--- src/rtl/pedal_pkg.sv ---
// Shared types for the pedal control plane: FSM state codes,
// green-LED encodings and key indices.
package pedal_pkg;

    typedef enum logic [2:0] {
        S_I2C   = 3'd0,
        S_PLAY  = 3'd1,
        S_SET   = 3'd2,
        S_RECD  = 3'd3,
        S_PLAYL = 3'd4
    } state_t;

    localparam logic [8:0] LEDG_I2C   = 9'h100;
    localparam logic [8:0] LEDG_PLAY  = 9'h001;
    localparam logic [8:0] LEDG_SET   = 9'h002;
    localparam logic [8:0] LEDG_RECD  = 9'h004;
    localparam logic [8:0] LEDG_PLAYL = 9'h008;

    localparam int KEY_VAL  = 0;
    localparam int KEY_LOOP = 1;
    localparam int KEY_MODE = 2;
    localparam int NUM_KEYS = 3;

    function automatic logic [8:0] ledg_of(input state_t s);
        logic [8:0] r;
        case (s)
            S_PLAY:  r = LEDG_PLAY;
            S_SET:   r = LEDG_SET;
            S_RECD:  r = LEDG_RECD;
            S_PLAYL: r = LEDG_PLAYL;
            default: r = LEDG_I2C;
        endcase
        return r;
    endfunction

endpackage

--- src/rtl/pedal_ctrl_key_debounce.sv ---
// Key synchroniser plus stable-cycle debouncer; emits a one-cycle
// pulse on each debounced press, nothing on release.
module key_debounce #(
    parameter int DEBOUNCE_CYC = 16
) (
    input  logic i_clk,
    input  logic i_rst,
    input  logic i_key,
    output logic o_press
);

    localparam int CW = $clog2(DEBOUNCE_CYC + 1);

    logic          s1;
    logic          s2;
    logic          level;
    logic [CW-1:0] cnt;

    always_ff @(posedge i_clk) begin
        if (i_rst) begin
            s1      <= 1'b0;
            s2      <= 1'b0;
            level   <= 1'b0;
            cnt     <= '0;
            o_press <= 1'b0;
        end else begin
            s1      <= i_key;
            s2      <= s1;
            o_press <= 1'b0;
            // any sample matching the held level restarts the count
            if (s2 == level) begin
                cnt <= '0;
            end else if (cnt == CW'(DEBOUNCE_CYC - 1)) begin
                cnt     <= '0;
                level   <= s2;
                o_press <= s2;
            end else begin
                cnt <= cnt + 1'b1;
            end
        end
    end

endmodule

--- src/rtl/pedal_ctrl.sv ---
// Pedal control plane: keys, mode FSM, parameter bank, indicators.
// Loop record/playback is built only when PEDAL_CTRL_LOOP_EN is defined.
module pedal_ctrl
    import pedal_pkg::*;
#(
    parameter int                        NUM_FX       = 8,
    parameter int                        PARAM_W      = 3,
    parameter int                        SEL_W        = $clog2(NUM_FX),
    parameter logic [NUM_FX*PARAM_W-1:0] DEFAULTS     = '0,
    parameter int                        DEBOUNCE_CYC = 16,
    parameter int                        LOOP_AW      = 16
) (
    input  logic                        i_clk,
    input  logic                        i_rst,
    input  logic                        i_i2c_done,
    input  logic                        i_key_val,
    input  logic                        i_key_loop,
    input  logic                        i_key_mode,
    input  logic                        i_dir,
    input  logic [SEL_W-1:0]            i_sel,
    input  logic [NUM_FX-1:0]           i_fx_en,
    input  logic                        i_sample_valid,
    output logic [2:0]                  o_state,
    output logic [NUM_FX*PARAM_W-1:0]   o_params,
    output logic [NUM_FX-1:0]           o_fx_en,
    output logic [8:0]                  o_ledg,
    output logic [NUM_FX-1:0]           o_ledr,
    output logic [PARAM_W-1:0]          o_disp_val,
    output logic                        o_loop_wr,
    output logic                        o_loop_rd,
    output logic [LOOP_AW-1:0]          o_loop_addr,
    output logic [LOOP_AW:0]            o_loop_len
);

    localparam logic [PARAM_W-1:0] PMAX = {PARAM_W{1'b1}};

    state_t                      state;
    state_t                      state_nxt;
    logic [NUM_KEYS-1:0]         press;
    logic [NUM_FX*PARAM_W-1:0]   params_nxt;
    logic                        rec_empty;
    logic                        rec_done;

    key_debounce #(.DEBOUNCE_CYC(DEBOUNCE_CYC)) u_key_val (
        .i_clk   (i_clk),
        .i_rst   (i_rst),
        .i_key   (i_key_val),
        .o_press (press[KEY_VAL])
    );

    key_debounce #(.DEBOUNCE_CYC(DEBOUNCE_CYC)) u_key_mode (
        .i_clk   (i_clk),
        .i_rst   (i_rst),
        .i_key   (i_key_mode),
        .o_press (press[KEY_MODE])
    );

`ifdef PEDAL_CTRL_LOOP_EN
    localparam logic [LOOP_AW:0] DEPTH = {1'b1, {LOOP_AW{1'b0}}};

    logic [LOOP_AW:0]   count;
    logic [LOOP_AW:0]   cnt_nxt;
    logic [LOOP_AW-1:0] addr;

    key_debounce #(.DEBOUNCE_CYC(DEBOUNCE_CYC)) u_key_loop (
        .i_clk   (i_clk),
        .i_rst   (i_rst),
        .i_key   (i_key_loop),
        .o_press (press[KEY_LOOP])
    );

    // count includes the sample being written this cycle
    assign cnt_nxt   = count + {{LOOP_AW{1'b0}}, i_sample_valid};
    assign rec_empty = (cnt_nxt == '0);
    assign rec_done  = (cnt_nxt == DEPTH);

    always_ff @(posedge i_clk) begin
        if (i_rst) begin
            count      <= '0;
            addr       <= '0;
            o_loop_len <= '0;
        end else if (state == S_PLAY && state_nxt == S_RECD) begin
            count <= '0;
            addr  <= '0;
        end else if (state == S_RECD) begin
            if (state_nxt == S_PLAYL) begin
                o_loop_len <= cnt_nxt;
                count      <= '0;
                addr       <= '0;
            end else begin
                count <= cnt_nxt;
            end
        end else if (state == S_PLAYL && i_sample_valid) begin
            if ({1'b0, addr} == o_loop_len - 1'b1)
                addr <= '0;
            else
                addr <= addr + 1'b1;
        end
    end

    assign o_loop_wr   = (state == S_RECD) && i_sample_valid;
    assign o_loop_rd   = (state == S_PLAYL) && i_sample_valid;
    assign o_loop_addr = (state == S_RECD)  ? count[LOOP_AW-1:0] :
                         (state == S_PLAYL) ? addr : '0;
`else
    logic unused_loop;

    assign unused_loop     = i_key_loop ^ i_sample_valid;
    assign press[KEY_LOOP] = 1'b0;
    assign rec_empty       = 1'b1;
    assign rec_done        = 1'b0;
    assign o_loop_wr       = 1'b0;
    assign o_loop_rd       = 1'b0;
    assign o_loop_addr     = '0;
    assign o_loop_len      = '0;
`endif

    // mode is tested first so it wins over a coincident loop press
    always_comb begin
        state_nxt = state;
        unique case (state)
            S_I2C:   if (i_i2c_done) state_nxt = S_PLAY;
            S_PLAY: begin
                if (press[KEY_MODE])      state_nxt = S_SET;
                else if (press[KEY_LOOP]) state_nxt = S_RECD;
            end
            S_SET:   if (press[KEY_MODE]) state_nxt = S_PLAY;
            S_RECD: begin
                if (press[KEY_LOOP])
                    state_nxt = rec_empty ? S_PLAY : S_PLAYL;
                else if (rec_done)
                    state_nxt = S_PLAYL;
            end
            S_PLAYL: if (press[KEY_LOOP]) state_nxt = S_PLAY;
            default: state_nxt = S_I2C;
        endcase
    end

    always_comb begin
        params_nxt = o_params;
        if (state == S_SET && press[KEY_VAL]) begin
            for (int i = 0; i < NUM_FX; i++) begin
                if (int'(i_sel) == i) begin
                    if (!i_dir && o_params[i*PARAM_W +: PARAM_W] != PMAX)
                        params_nxt[i*PARAM_W +: PARAM_W] =
                            o_params[i*PARAM_W +: PARAM_W] + 1'b1;
                    else if (i_dir && o_params[i*PARAM_W +: PARAM_W] != '0)
                        params_nxt[i*PARAM_W +: PARAM_W] =
                            o_params[i*PARAM_W +: PARAM_W] - 1'b1;
                end
            end
        end
    end

    always_ff @(posedge i_clk) begin
        if (i_rst) begin
            state    <= S_I2C;
            o_ledg   <= LEDG_I2C;
            o_fx_en  <= '0;
            o_params <= DEFAULTS;
        end else begin
            state    <= state_nxt;
            o_ledg   <= ledg_of(state_nxt);
            o_fx_en  <= (state_nxt == S_I2C) ? '0 : i_fx_en;
            o_params <= params_nxt;
        end
    end

    always_comb begin
        o_ledr     = i_fx_en;
        o_disp_val = '0;
        if (state == S_I2C) begin
            o_ledr = '0;
        end else if (state == S_SET) begin
            for (int i = 0; i < NUM_FX; i++) begin
                o_ledr[i] = (int'(i_sel) == i);
                if (int'(i_sel) == i)
                    o_disp_val = o_params[i*PARAM_W +: PARAM_W];
            end
        end
    end

    assign o_state = state;

endmodule

--- config.mk ---
export PLATFORM = sky130hd
export DESIGN_NAME = pedal_ctrl
export DESIGN_NICKNAME = d
export VERILOG_FILES = /design/src/rtl/pedal_pkg.sv /design/src/rtl/pedal_ctrl_key_debounce.sv /design/src/rtl/pedal_ctrl.sv
export SDC_FILE = /design/constraint.sdc
export NUM_CORES = 1
export LEC_CHECK = 0
export BUFFER_PORTS_ARGS = -buffer_cell sky130_fd_sc_hd__buf_2
export CAP_MARGIN = 5
export CELL_PAD_IN_SITES_DETAIL_PLACEMENT = 0
export CELL_PAD_IN_SITES_GLOBAL_PLACEMENT = 2
export CORE_MARGIN = 4
export CORE_UTILIZATION = 27
export DETAILED_ROUTE_END_ITERATION = 10
export PLACE_DENSITY_LB_ADDON = 0.1
export SLEW_MARGIN = 5
export SYNTH_ARGS = -nofsm -noshare
export SYNTH_HDL_FRONTEND = slang
export SYNTH_HIERARCHICAL = 1
export SYNTH_SLANG_ARGS = --single-unit
--- constraint.sdc ---
create_clock -name i_clk -period 1.8 [get_ports i_clk]
set_clock_uncertainty 0.05 [all_clocks]
set_input_delay 0.09 -clock i_clk [delete_from_list [all_inputs] [get_ports i_clk]]
set_output_delay 0.09 -clock i_clk [all_outputs]
set_load 0.005 [all_outputs]
## Yosys cells after proc, flatten, opt, wreduce, memory -nomap -nowiden

Cells that the tools add are included.

| storage, ports and cells | value |
|---|---|
| register bits | 62 |
| input port bits | 19 |
| output and inout port bits | 90 |
| logic and storage cells | 156 |

| cells by class | value |
|---|---|
| add/subtract/negate cells | 18 |
| equality and inequality tests | 27 |
| multiplexer cells | 33 |
| bitwise gates (word level) | 4 |
| reductions and logical operators | 53 |

Operators with widths:

| cell | number |
|---|---|
| $mux W3 | 29 |
| $pmux W9 S4 | 1 |
| $add A3 B1 Y3 const B | 8 |
| $ne A3 B3 Y1 const B | 8 |
| $reduce_and A3 Y1 | 8 |
| $reduce_bool A3 Y1 | 8 |
| $sub A3 B1 Y3 const B | 8 |
| $eq A3 B2 Y1 const B | 6 |
| $eq A3 B3 Y1 const B | 6 |
| $logic_and A1 B1 Y1 | 17 |
| $mux W8 | 2 |
| $reduce_bool A2 Y1 | 8 |
| $pmux W3 S4 | 1 |
| $reduce_or A3 Y1 | 4 |
| $add A5 B1 Y5 const B | 2 |
| $eq A5 B4 Y1 const B | 2 |
| $eq A3 B1 Y1 const B | 3 |
| $logic_not A3 Y1 | 3 |
| $not A1 Y1 | 4 |
| $reduce_and A2 Y1 | 2 |
| $reduce_or A2 Y1 | 2 |
| $eq A1 B1 Y1 | 2 |
| $logic_not A1 Y1 | 1 |

## Logic depth before layout (Yosys ltp)

Gate-level depths: netlist of run 1.

| depth | value |
|---|---|
| depth in word-level cells | 11 |
| mapped depth | 8 |
| depth with buffers taken out | 6 |

## Modules after synthesis

The synthesis of run 1 kept the hierarchy.

Modules (own cells, without submodules):

| module | instances | cells each | area each (um^2) | seq. area each (um^2) |
|---|---|---|---|---|
| pedal_ctrl | 1 | 297 | 2,678.8 | 800.8 |
| key_debounce | 2 | 29 | 319.1 | 180.2 |

## Worst setup path before layout of run 1

Ideal clock, no wire load.

| path | value |
|---|---|
| path kind | reg-to-reg |
| start | register o_params[12] |
| end | register o_params[14] |
| setup time | 0.059 ns |
| data arrival time | 1.672 ns |
| required time | 1.691 ns |
| slack | 0.019 ns |
| cell stages (with the launch flop) | 7 |
| path buffers | 0 |
| clock period less this slack | 1.781 ns |
| cell sequence | dfxtp_1 a31oi_1 inv_1 fa_1 xor2_1 or4_1 nand2_1 |

| between the ends | value |
|---|---|
| longest elaborated chain between the ends | 4 |
| elaborated cells on any way between the ends | 10 |
| those cells by class | 2 x add/sub; 1 x eq/ne; 2 x mux; 5 x reduce/logical |

Ends and longest elaborated chain:

| item | line | RTL |
|---|---|---|
| from (decl) | pedal_ctrl.sv:24 | `output logic [NUM_FX*PARAM_W-1:0] o_params,` |
| from (signal assigned) | pedal_ctrl.sv:165 | `o_params <= params_nxt;` |
| parallel branches: the longest is 4 deep, another holds $sub A3 B1 Y3 | -- |  |

Parallel ways; which one is timed is not known. The select of a mux whose other input is x is not followed.
A chain may end at the register's enable or synchronous reset.

## Worst setup path in the final report of run 1

| path | value |
|---|---|
| start | register state[2] (netlist: o_state[2]) |
| end | output o_ledr[7] |

| between the ends | value |
|---|---|
| longest elaborated chain between the ends | 3 |
| elaborated cells on any way between the ends | 4 |
| those cells by class | 1 x eq/ne; 2 x mux; 1 x reduce/logical |

Ends and longest elaborated chain:

| item | line | RTL |
|---|---|---|
| from (decl) | pedal_ctrl.sv:37 | `state_t state;` |
| from (signal assigned) | pedal_ctrl.sv:162 | `state <= state_nxt;` |
| $eq A3 B2 Y1 | pedal_ctrl.sv:174 | `end else if (state == S_SET) begin` |
| $mux W8 | pedal_ctrl.sv:174 |  |
| $mux W8 (*) | pedal_ctrl.sv:172 | `if (state == S_I2C) begin` |
| to (decl) | pedal_ctrl.sv:27 | `output logic [NUM_FX-1:0] o_ledr,` |

Mark *: on every way between the ends. The rest lies on a longest branch, timed or not.

==> results of run 1 <==
[worst max-delay path, delay by kind of cell (launching register included)]
kind,cells,cell delay (ns)
compound gates,1,0.04
simple gates,3,0.60
flops,1,0.36
buf+inv,2,0.29
[state kept, by name, summed over array words and instances (netlist names), 3 cells and up]
signal          flops
o_fx_en             8
o_ledg              5
o_params           24
o_state             3
u_key_mode/cnt      5
u_key_val/cnt       5
[cells in the mapped netlist (3+ instances only)]
master	instances
clkbuf_1	10
xor2_1	11
o21ai_0	7
a311oi_1	3
nand3_1	8
ha_1	4
dfxtp_1	58
nor3b_1	5
nand2_1	15
nor3_1	7
and4b_1	3
mux2_2	3
nand2b_1	4
nor4b_1	5
and2_1	8
a21oi_1	18
mux2i_1	11
and4bb_2	3
buf_4	40
nor2_1	34
a31o_2	5
buf_2	3
xnor2_1	14
inv_1	9
a31oi_1	4
fa_1	8
or4b_1	4
nor2b_1	10
[worst paths after layout]
kind | to
max | o_ledr[7]
min | o_state[0]
max reg2reg | o_params[2]
min reg2reg | u_key_mode/s2
[cells in the final DEF, fill, tap and decap left out, drive strengths merged, types with 4 or more instances in the layout]
cell type    synthesis  routed
nand2b               4       4
nand3                8       8
mux2i               11      11
nor2b               10      10
o21ai                7       7
nor3                 7       7
a31oi                4       4
xnor2               14      14
nor3b                5       5
ha                   4       4
nor4b                5       5
dfxtp               58      58
a21oi               18      18
buf                 45     112
inv                  9       9
clkbuf              10      10
dlygate4sd3          0      10
nand2               15      15
a31o                 5       5
fa                   8       8
xor2                11      11
nor2                34      34
and2                 8       8
conb                 1      39
or4b                 5       5
nor4                 5       5
[final cells by class]
type | count | area, µm² | area share
inverter | 9 | 33.78 | 0.007428
sequential | 58 | 1176 | 0.2586
tap | 147 | 183.9 | 0.04044
multi-input combinational | 271 | 2032 | 0.4468
clock inverter | 6 | 90.09 | 0.01981
timing repair buffer | 122 | 793.3 | 0.1744
clock buffer | 10 | 239.0 | 0.05254
[logic make-up after synthesis]
family                     synth area share
adders and majority gates           0.06337
muxes                               0.05696
and+or+nand+nor                      0.2444
xor gates and xnor gates            0.06601
buffers and inverters                0.1233
AOI/OAI and AO/OA                   0.09468
DFF                                  0.3501
other                              0.001131
[what timing repair did]
action / CTS / global route
cloned: 0 / 0
hold buffers: 10 / 0
pin swaps: 4 / 8
hold endpoints to repair: 10 / 0
buffers inserted: 2 / 2
setup endpoints to repair: 11 / 20
resized for setup: 20 / 20
[metal layers]
layer / part of all wire / up-vias
met2: 0.48 / 79
met5: 0 / -
met1: 0.45 / 1328
met4: 0.019 / 0
li1: - / 1399
met3: 0.052 / 11
[metrics by stage]
stage                     cells    util
after floorplan             393       -
after global placement      593  0.3256
after detailed placement    593  0.3256
after CTS                   621  0.3686
after global routing        623  0.3786
final                       623  0.3786
[power by group through the flow]
stage	sequential (µW)	combinational (µW)	clock, µW
after detailed placement	1340	252	0
final	1310	282	1870
after global placement	1340	253	0
after floorplan	1340	215	0
after global routing	1310	317	1990
after CTS	1310	274	1930
==> key figures, run 1 <==
Power
  • Clock power frac: 0.540
  • Sw Share: 0.2271
  • Switching Power: 787.0 µW
  • Sequential share of power: 0.379
  • Design Power: 3465 µW
  • Int Power: 2678 µW
  • Logic pwr share: 0.081
  • Leakage: around 0.0020 µW
  • Worst VDD drop: 0.7305 mV
  • Pwr dens: 761.9 nW/µm²

Worst setup path
  • Max incr delay on CP: ~0.43 ns
  • CP max-delay cell: or3b_4
  • Worst setup startpoint: o_state[2]
  • Setup crit end kind: output port
  • CP cell instances: or3b_4, buf_8, nor2_4, a21oi_2, nor2_1, buf_2
  • R2R depth: 5
  • CP Max Fanout: 7
  • Worst EP arrival: 1.62 ns
  • WS Path Type: flop to output port
  • Reg-to-reg startpoint: o_state[1]
  • Type of origin of the critical path: flop
  • Worst endpoint required time: approximately 1.7 ns
  • Reg2reg setup slack: 0.07 ns

STA
  • Slew Limit Headroom: 0.6452
  • Worst Slack Setup Final: 0.03633 ns
  • Setup TNS: 0 ns
  • Final period utilization: 0.9798
  • RSZ-0062 raised after global routing: true
  • Slew @ Worst Pin: about 0.52 ns
  • Fin crit period: 1.764 ns
  • Final setup fails: 0
  • Worst hold slack: roughly 0.061 ns
  • Hold Fails Final Rpt: 0
  • Pins Over Slew Limit: 0
  • Fmax achieved: around 570 MHz

Clocking
  • H-tree levels: 3
  • CTS Buf Count: 9
  • Worst skew pair latency: 0.34 ns
  • Worst-path clk slew: 0.05 ns
  • CTS Buffer Depth: 2
  • Root buffer cell: clkbuf_16
  • CTS tree: yes
  • CTS Sinks: 58

Global routing
  • Met2 usage: 0.2043
  • Tot GR Track Use: 0.1303
  • Vias in the first global route: about 2700
  • First-pass GRT wire length: ~14 mm
  • Met1 usage: 0.1615
  • Total grt overflow: 0
  • Initial antenna violation count: 0
  • Largest net degree at the start of global routing: 26
  • Busiest grt layer: met2
  • Grt met3 use: 0.04368

Yosys
  • Share of the synthesized area in the top cell type: 0.3501
  • Synthesized area per cell: 9.343 µm²
  • Cell area after synthesis: 3317 µm²
  • Synth Instances: 355
  • Number of flops mapped to enable cells by yosys: 0
  • Yosys reg bits: 58
  • YS warnings: 6
  • Async S/R FF share, synth: 0
  • Post-synthesis sequential area ratio: 0.3501
  • Netlist cell types: 55
  • Cell taking the most area after synthesis: dfxtp_1
  • Area contributors post-synth: dfxtp_1 35%, buf_4 9.1%, fa_1 4.8%
  • Synth Flop Type: dfxtp_1

Worst hold path
  • Hold WC Path Type: input port to flop
  • Hold path cells: 3
  • Hold path startpoint: i_i2c_done

Detailed routing
  • Via count: ~2800
  • WL final: 8.822 mm
  • Residual DRC: 0
  • DR WL/cell: 14.16 µm
  • TritonRoute pass-1 iters: 4
  • Drt via density: 4.522
  • Antenna violation net count after detailed routing: 0
  • Initial DRC count: 65

Place
  • Worst slack, placed: between 0.03 and 0.04 ns
  • # port buffers: 67
  • Routability cong.: ~0.68
  • Cell area after placement: 3911 µm²
  • Post-DP HPWL: roughly 6.6 mm

Floorplanning
  • IO Pins: between 100 and 150
  • Core ar.: approximately 12000 µm²
  • DIE AREA: 14120 µm²
  • Die Width: 118.8 µm
  • Die height: 118.8 µm
  • Cell Rows: 40
  • Initial Utilization: 0.2761

Layout
  • Post-route cell area: 4548 µm²
  • Layout cell share with drive strength beyond 1: 0.3697
  • Antenna diode count: 0
  • Filler Cells Inserted: about 1200
  • Final #Nets: 502
  • Area delta synth->final: 37.12%

Run
  • Number of max-cap violations: 0

Status
  • Outcome: finished, final reports clean
Power figures use the tool's default switching activity.
==> run 2, diff against run 1 <==
--- a/config.mk
+++ b/config.mk
@@ -5,12 +5,13 @@
 export SDC_FILE = /design/constraint.sdc
 export NUM_CORES = 1
 export LEC_CHECK = 0
+export ABC_AREA = 1
 export BUFFER_PORTS_ARGS = -buffer_cell sky130_fd_sc_hd__buf_2
 export CAP_MARGIN = 5
 export CELL_PAD_IN_SITES_DETAIL_PLACEMENT = 0
 export CELL_PAD_IN_SITES_GLOBAL_PLACEMENT = 2
 export CORE_MARGIN = 4
-export CORE_UTILIZATION = 27
+export CORE_UTILIZATION = 25
 export DETAILED_ROUTE_END_ITERATION = 10
 export PLACE_DENSITY_LB_ADDON = 0.1
 export SLEW_MARGIN = 5
==> run 2 against run 1 <==
Compared with the run above: worst hold slack got worse by 0.047 ns; register-to-register slack improved by 0.17 ns; first-iteration DRC count grew 17%.
==> key figures, run 2 <==
Place
  • Routability cong.: 0.7711 (+14%)
  • # port buffers: 67 (unchanged)
  • Post-DP HPWL: 6.989 mm (+6.3%)
  • Cell area after placement: 3824 µm² (-2.2%)

Yosys
  • Top cells by count, synth: 73 x nand2_1, 66 x inv_1, 62 x nor2_1, 58 x dfxtp_1
  • Post-synthesis sequential area ratio: 0.3502 (about the same)
  • Synth Area in Adders: 0.06340 (about the same)
  • Largest family of logic cells by synthesized area: simple AND/OR/NAND/NOR gates
  • Yosys reg bits: 58 (unchanged)
  • Most numerous cell in the Yosys netlist: nand2_1
  • Compound-Gate Fraction of Synth Area: 0.1011 (+0.006451)
  • Number of flops mapped to enable cells by yosys: 0 (unchanged)
  • Simple-gate share of the synthesized area: 0.2789 (+0.03443)
  • Post-Synth XOR/XNOR Area: 0.02642 (-0.03960)
  • Synthesized area per cell: 7.239 µm² (-23%)
  • YS warnings: 6 (unchanged)
  • Share of the synthesized area in the top cell type: 0.3502 (about the same)
  • Synth Flop Type: dfxtp_1
  • Cell taking the most area after synthesis: dfxtp_1
  • Netlist cell types: 33 (-40%)
  • Async S/R FF share, synth: 0 (unchanged)
  • Cell area after synthesis: 3316 µm² (about the same)
  • Synth Instances: 458 (+29%)
  • Post-synthesis mux area share: 0 (-0.05696)
  • Area contributors post-synth: dfxtp_1 35%, buf_4 8.8%, nand2_1 8.3%

Detailed routing
  • TritonRoute pass-1 iters: 4 (unchanged)
  • Initial DRC count: 76 (+17%)
  • WL final: 9.109 mm (+3.3%)
  • Drt via density: 4.094 (-9.5%)
  • Via count: 3009 (+6.8%)
  • Antenna violation net count after detailed routing: 0 (unchanged)
  • Residual DRC: 0 (unchanged)
  • DR WL/cell: 12.39 µm (-12%)

STA
  • Hold Fails Final Rpt: 0 (unchanged)
  • RSZ-0062 raised after global routing: false
  • Setup TNS: 0 ns (unchanged)
  • Final period utilization: 0.9272 (-0.05261)
  • Slew Limit Headroom: 0.6526 (+0.007467)
  • Fmax achieved: 599.2 MHz (+5.7%)
  • Slew @ Worst Pin: 0.5171 ns (-0.007785 ns)
  • Fin crit period: 1.669 ns (-0.09470 ns)
  • Final setup fails: 0 (unchanged)
  • Pins Over Slew Limit: 0 (unchanged)

Global routing
  • Tot GR Track Use: 0.1293 (-0.001062)
  • Initial antenna violation count: 0 (unchanged)
  • Total grt overflow: 0 (unchanged)
  • First-pass GRT wire length: 14.88 mm (+3.2%)
  • Vias in the first global route: 2954 (+7.7%)
  • Largest net degree at the start of global routing: 19 (-27%)

Worst setup path
  • Reg2reg setup slack: 0.24 ns (+0.17 ns)
  • Setup crit end kind: output port
  • CP Max Fanout: 15 (+8)
  • Worst endpoint required time: 1.66 ns (about the same)
  • WS Path Type: flop to output port
  • Worst EP arrival: 1.53 ns (-0.09 ns)
  • Type of origin of the critical path: flop

Layout
  • Max reg flops: 24 (unchanged)
  • Most frequent cells in the layout: 73 x nand2_1, 67 x buf_2, 63 x inv_1, 61 x nor2_1, 53 x dfxtp_1
  • Filler Cells Inserted: 1422 (+15%)
  • Largest registers: o_params x24, o_fx_en x8
  • Area delta synth->final: 28.53%
  • Layout cell share with drive strength beyond 1: 0.2220 (-0.1477)
  • Reg with most FFs: o_params
  • Final #Nets: 589 (+17%)
  • Commonest non-fill, non-tap cell in the layout: nand2_1
  • Post-route cell area: 4262 µm² (-6.3%)
  • Antenna diode count: 0 (unchanged)
  • Multi-input logic area: 1707 µm² (-16%)
  • Sequential cell area: 1170 µm² (-0.53%)

Run
  • Number of max-cap violations: 0 (unchanged)

Power
  • Leakage: 0.002114 µW (+4.5%)
  • Design Power: 3450 µW (-0.44%)
  • Worst VDD drop: 0.5342 mV (-27%)
  • Pwr dens: 809.5 nW/µm² (+6.3%)

Clocking
  • CTS Buf Count: 9 (unchanged)
  • H-tree levels: 3 (unchanged)
  • Root buffer cell: clkbuf_16
  • Worst skew pair latency: 0.33 ns (about the same)
  • Worst-path clk slew: 0.05 ns (about the same)
  • CTS Buffer Depth: 2 (unchanged)
  • CTS tree: yes
  • CTS Sinks: 58 (unchanged)

Floorplanning
  • IO Pins: 109 (unchanged)
  • Die height: 123.2 µm (+3.6%)
  • DIE AREA: 15170 µm² (+7.4%)
  • Initial Utilization: 0.2585 (-0.01761)
  • Die Width: 123.2 µm (+3.6%)
  • Cell Rows: 41 (+2.5%)
  • Core ar.: 12820 µm² (+6.8%)

Worst hold path
  • Hold WC Path Type: input port to flop

Status
  • Outcome: finished, final reports clean
-- run 2: worst paths after layout --
kind | startpoint | cells after the start | endpoint
setup / recovery | o_state[2] | 6 | o_ledr[2]
hold / removal | i_i2c_done | 3 | o_state[0]
setup reg to reg | o_params[21] | 5 | o_params[22]
hold reg to reg | u_key_mode/s1 | 2 | u_key_mode/s2
-- run 2: metal layers --
layer  vias up  GRT usage  part of all wire
met2        61     0.2110              0.48
met5         -          0                 0
met4         0    0.04014             0.015
met3        15    0.04620             0.051
met1      1351     0.1595              0.46
li1       1582          -                 -
-- run 2: cells by family after synthesis --
kind of cell,Yosys count
other,1
AO/OA/AOI/OAI,64
buffers and inverters,114
flip-flops,58
XOR/XNOR,10
adder cells (fa/ha/maj),12
AND/OR/NAND/NOR,199
-- run 2: area by class of cell --
| type | instances | area share |
|---|---|---|
| Clock buffer | 9 | 0.05285 |
| Clock inverter | 7 | 0.02202 |
| Inverter | 68 | 0.06048 |
| Multi-Input combinational cell | 324 | 0.4005 |
| Sequential cell | 58 | 0.2745 |
| Tap cell | 172 | 0.05050 |
| Timing Repair Buffer | 97 | 0.1392 |
-- run 2: metrics by stage --
| step | std cells | util | hold slack (ns) | setup slack [ns] |
|---|---|---|---|---|
| 2_1_floorplan | 496 | - | 0.1091 | 0.3194 |
| 5_1_grt | 735 | 0.3323 | 0.03172 | 0.0007957 |
| 4_1_cts | 735 | 0.3314 | 0.001914 | 0.02337 |
| 6_report | 735 | 0.3323 | 0.01417 | 0.1310 |
| 3_3_place_gp | 709 | 0.2981 | 0.2411 | 0.1712 |
| 3_5_place_dp | 709 | 0.2981 | 0.2574 | 0.1766 |
-- run 2: where the power goes --
group	switching [µW]	internal [µW]	leakage [µW]
Sequential	8.71	1310	0.000473
Clock	643	1210	0.000151
Combinational	176	109	0.00149
Total	828	2620	0.00211
-- run 2: critical path, cell delays in order (launching register included) --
cell     delay [ns]
dfxtp_4        0.36
inv_1          0.11
nand3_4        0.13
buf_8          0.18
o21ai_0        0.22
a21oi_1        0.06
buf_2          0.13
-- run 2: timing repair --
action | 4_1_cts | 5_1_grt
endpoints found under the setup margin | 6 | 10
buffers inserted | 0 | 0
hold buffers | 10 | 0
endpoints found under the hold margin | 10 | 0
gates resized for setup | 5 | 9
==> run 3, diff against run 2 <==
--- a/config.mk
+++ b/config.mk
@@ -11,11 +11,11 @@
 export CELL_PAD_IN_SITES_DETAIL_PLACEMENT = 0
 export CELL_PAD_IN_SITES_GLOBAL_PLACEMENT = 2
 export CORE_MARGIN = 4
-export CORE_UTILIZATION = 25
+export CORE_UTILIZATION = 30
+export CTS_BUF_LIST = sky130_fd_sc_hd__clkbuf_4
 export DETAILED_ROUTE_END_ITERATION = 10
 export PLACE_DENSITY_LB_ADDON = 0.1
 export SLEW_MARGIN = 5
 export SYNTH_ARGS = -nofsm -noshare
 export SYNTH_HDL_FRONTEND = slang
-export SYNTH_HIERARCHICAL = 1
 export SYNTH_SLANG_ARGS = --single-unit
==> constraint.sdc (replaced) <==
create_clock -name i_clk -period 2 [get_ports i_clk]
set_clock_uncertainty 0.05 [all_clocks]
set_input_delay 0.1 -clock i_clk [delete_from_list [all_inputs] [get_ports i_clk]]
set_output_delay 0.1 -clock i_clk [all_outputs]
set_load 0.005 [all_outputs]
==> run 3 against run 2 <==
Compared with the run above: setup slack improved by 0.078 ns; largest power group is now registers; total power fell by 31%; global-route usage rose by 0.22 points; largest cell class unchanged.
==> key figures, run 3 <==
Worst setup path
  • Worst endpoint required time: 1.85 ns (+0.19 ns)
  • CP Max Fanout: 10 (-5)
  • Largest delay share family, worst path: buffers and inverters
  • CP max-delay cell: dfxtp_1
  • CP cell instances: inv_1, nand3_2, inv_2, o21ai_0, a21oi_1, buf_2
  • Worst EP arrival: 1.64 ns (+0.11 ns)
  • Setup crit end kind: output port
  • WS Path Type: flop to output port
  • Max incr delay on CP: 0.35 ns (about the same)
  • CP bufs+invs: 3 (unchanged)
  • Type of origin of the critical path: flop

Clocking
  • Root buffer cell: clkbuf_4
  • CTS Sinks: 58 (unchanged)
  • Worst-path clk slew: 0.11 ns (+0.06 ns)
  • # resized after CTS: 0 (-5)
  • Postcts setup bufs: 0 (unchanged)
  • CTS Buffer Depth: 2 (unchanged)
  • CTS Buf Count: 9 (unchanged)
  • Worst skew pair latency: 0.40 ns (+0.07 ns)
  • CTS tree: yes
  • H-tree levels: 3 (unchanged)

STA
  • Worst hold slack: 0.1226 ns (+0.1084 ns)
  • Pins Over Slew Limit: 0 (unchanged)
  • Setup TNS: 0 ns (unchanged)
  • Final setup fails: 0 (unchanged)
  • RSZ-0062 raised after global routing: false
  • Fin crit period: approximately 1.8 ns
  • Fmax achieved: 558.5 MHz
  • Final period utilization: 0.8952
  • Hold Fails Final Rpt: 0 (unchanged)

Yosys
  • Yosys reg bits: 58 (unchanged)
  • Synthesized area per cell: 7.302 µm² (+0.86%)
  • Number of flops mapped to enable cells by yosys: 0 (unchanged)
  • Netlist cell types: 33 (unchanged)
  • YS warnings: 0 (-6)
  • Most numerous cell in the Yosys netlist: nor2_1
  • Synth Instances: 439 (-4.1%)
  • Cell taking the most area after synthesis: dfxtp_1
  • Top cells by count, synth: 69 x nor2_1, 64 x nand2_1, 58 x dfxtp_1, 54 x inv_1, 39 x buf_4
  • Post-synthesis sequential area ratio: 0.3622 (+0.01203)
  • Area contributors post-synth: dfxtp_1 36%, buf_4 9.1%, nor2_1 8.1%
  • Share of the synthesized area in the top cell type: 0.3622 (+0.01203)
  • Synth Flop Type: dfxtp_1
  • Cell area after synthesis: 3206 µm² (-3.3%)
  • Async S/R FF share, synth: 0 (unchanged)

Detailed routing
  • Antenna violation net count after detailed routing: 0 (unchanged)
  • Via count: 2820 (-6.3%)
  • DR WL/cell: 12.11 µm (-2.3%)
  • Initial DRC count: 163 (+110%)
  • TritonRoute pass-1 iters: 4 (unchanged)
  • WL final: 8.126 mm (-11%)
  • Residual DRC: 0 (unchanged)
  • Drt via density: 4.203 (+2.7%)

Power
  • Sw Share: 0.2558 (+0.01574)
  • Design Power: 2384 µW (-31%)
  • Switching Power: 609.8 µW (-26%)
  • Worst VDD drop: 0.3122 mV (-42%)
  • Pwr dens: 618.1 nW/µm² (-24%)
  • Logic pwr share: 0.096 (+0.013)
  • Clock power frac: 0.409 (-0.127)
  • Leakage: 0.001860 µW (-12%)
  • Int Power: 1775 µW (-32%)
  • Sequential share of power: 0.495 (+0.114)

Run
  • Number of max-cap violations: 0 (unchanged)

Layout
  • Antenna diode count: 0 (unchanged)
  • Most frequent cells in the layout: 69 x nor2_1, 67 x buf_2, 64 x nand2_1, 58 x dfxtp_1, 54 x inv_1
  • Largest registers: o_params x24, o_fx_en x8
  • Utilization after layout: 0.3720 (+0.03969)
  • Commonest non-fill, non-tap cell in the layout: nor2_1
  • Final #Nets: 561 (-4.8%)
  • Max reg flops: 24 (unchanged)
  • Reg with most FFs: o_params
  • Area delta synth->final: 20.34%
  • Post-route cell area: 3857 µm² (-9.5%)
  • Layout cell share with drive strength beyond 1: 0.2019 (-0.02016)
  • Filler Cells Inserted: 1137 (-20%)

Global routing
  • Vias in the first global route: 2521 (-15%)
  • Tot GR Track Use: 0.1315 (+0.002206)
  • Total grt overflow: 0 (unchanged)
  • First-pass GRT wire length: 13.03 mm (-12%)
  • Initial antenna violation count: 0 (unchanged)
  • Largest net degree at the start of global routing: 24 (+5)

Floorplanning
  • IO Pins: 109 (unchanged)
  • Die height: 111.4 µm (-9.6%)
  • Initial Utilization: 0.3091 (+0.05058)
  • Core ar.: 10370 µm² (-19%)
  • DIE AREA: 12400 µm² (-18%)
  • Die Width: 111.4 µm (-9.6%)
  • Cell Rows: 37 (-9.8%)

Place
  • Cell area after placement: 3591 µm² (-6.1%)
  • Post-DP HPWL: 6.273 mm (-10%)
  • # port buffers: 67 (unchanged)
  • Routability cong.: 0.7534 (-2.3%)

Status
  • Outcome: finished, final reports clean

Worst hold path
  • Hold WC Path Type: input port to flop
## run 3: final cells by class
cell class / instances / area [µm²] / share of cell area
Inverter: 59 / 221.5 / 0.05741
Tap cell: 136 / 170.2 / 0.04411
Sequential cell: 58 / 1161 / 0.3010
Multi-Input combinational cell: 316 / 1643 / 0.4259
Clock buffer: 10 / 75.07 / 0.01946
Timing Repair Buffer: 86 / 505.5 / 0.1310
Clock inverter: 6 / 81.33 / 0.02108
## run 3: kinds of logic after synthesis
family | Yosys count | share of synthesized area
AO/OA/AOI/OAI | 66 | 0.1124
XOR/XNOR | 10 | 0.02732
adder cells (fa/ha/maj) | 12 | 0.06557
buffers and inverters | 103 | 0.1698
flip-flops | 58 | 0.3622
other | 1 | 0.001170
AND/OR/NAND/NOR | 189 | 0.2615
## run 3: path summary, 6_finish.rpt
check        depth (start not counted)            end         start  slack [ns]
min                                  3     o_state[1]         i_rst        0.12
max reg2reg                          8   o_params[23]  o_params[22]        0.35
max                                  6  o_disp_val[1]    o_state[0]        0.21
min reg2reg                          2   u_key_val.s2  u_key_val.s1        0.36
## run 3: through the flow
stage	std cells	worst slack, ns
3_5_place_dp	644	0.3624
3_3_place_gp	644	0.4060
2_1_floorplan	477	0.4763
6_report	671	0.2095
5_1_grt	671	0.04011
4_1_cts	671	0.1545
## run 3: tightest hold or removal path, delay by kind of cell
family | cells | cell delay, ns
buffers and inverters | 2 | 0.31
AND/OR/NAND/NOR | 1 | 0.11
## run 3: power groups by stage
stage	Clock, µW	Sequential (µW)	Combinational [µW]
2_1_floorplan	0	1210	182
3_3_place_gp	0	1210	215
3_5_place_dp	0	1210	213
4_1_cts	1030	1180	231
5_1_grt	1080	1180	262
6_report	975	1180	228
## run 3: repair_timing
| item | CTS | global route |
|---|---|---|
| endpoints found under the setup margin | 0 | 0 |
| hold buffers | 11 | 0 |
| endpoints found under the hold margin | 11 | 0 |
## run 3: routing by layer
layer / GRT usage / part of all wire
met1: 0.1656 / 0.44
met2: 0.2199 / 0.50
met3: 0.04185 / 0.052
met4: 0.03163 / 0.0057
met5: 0 / 0
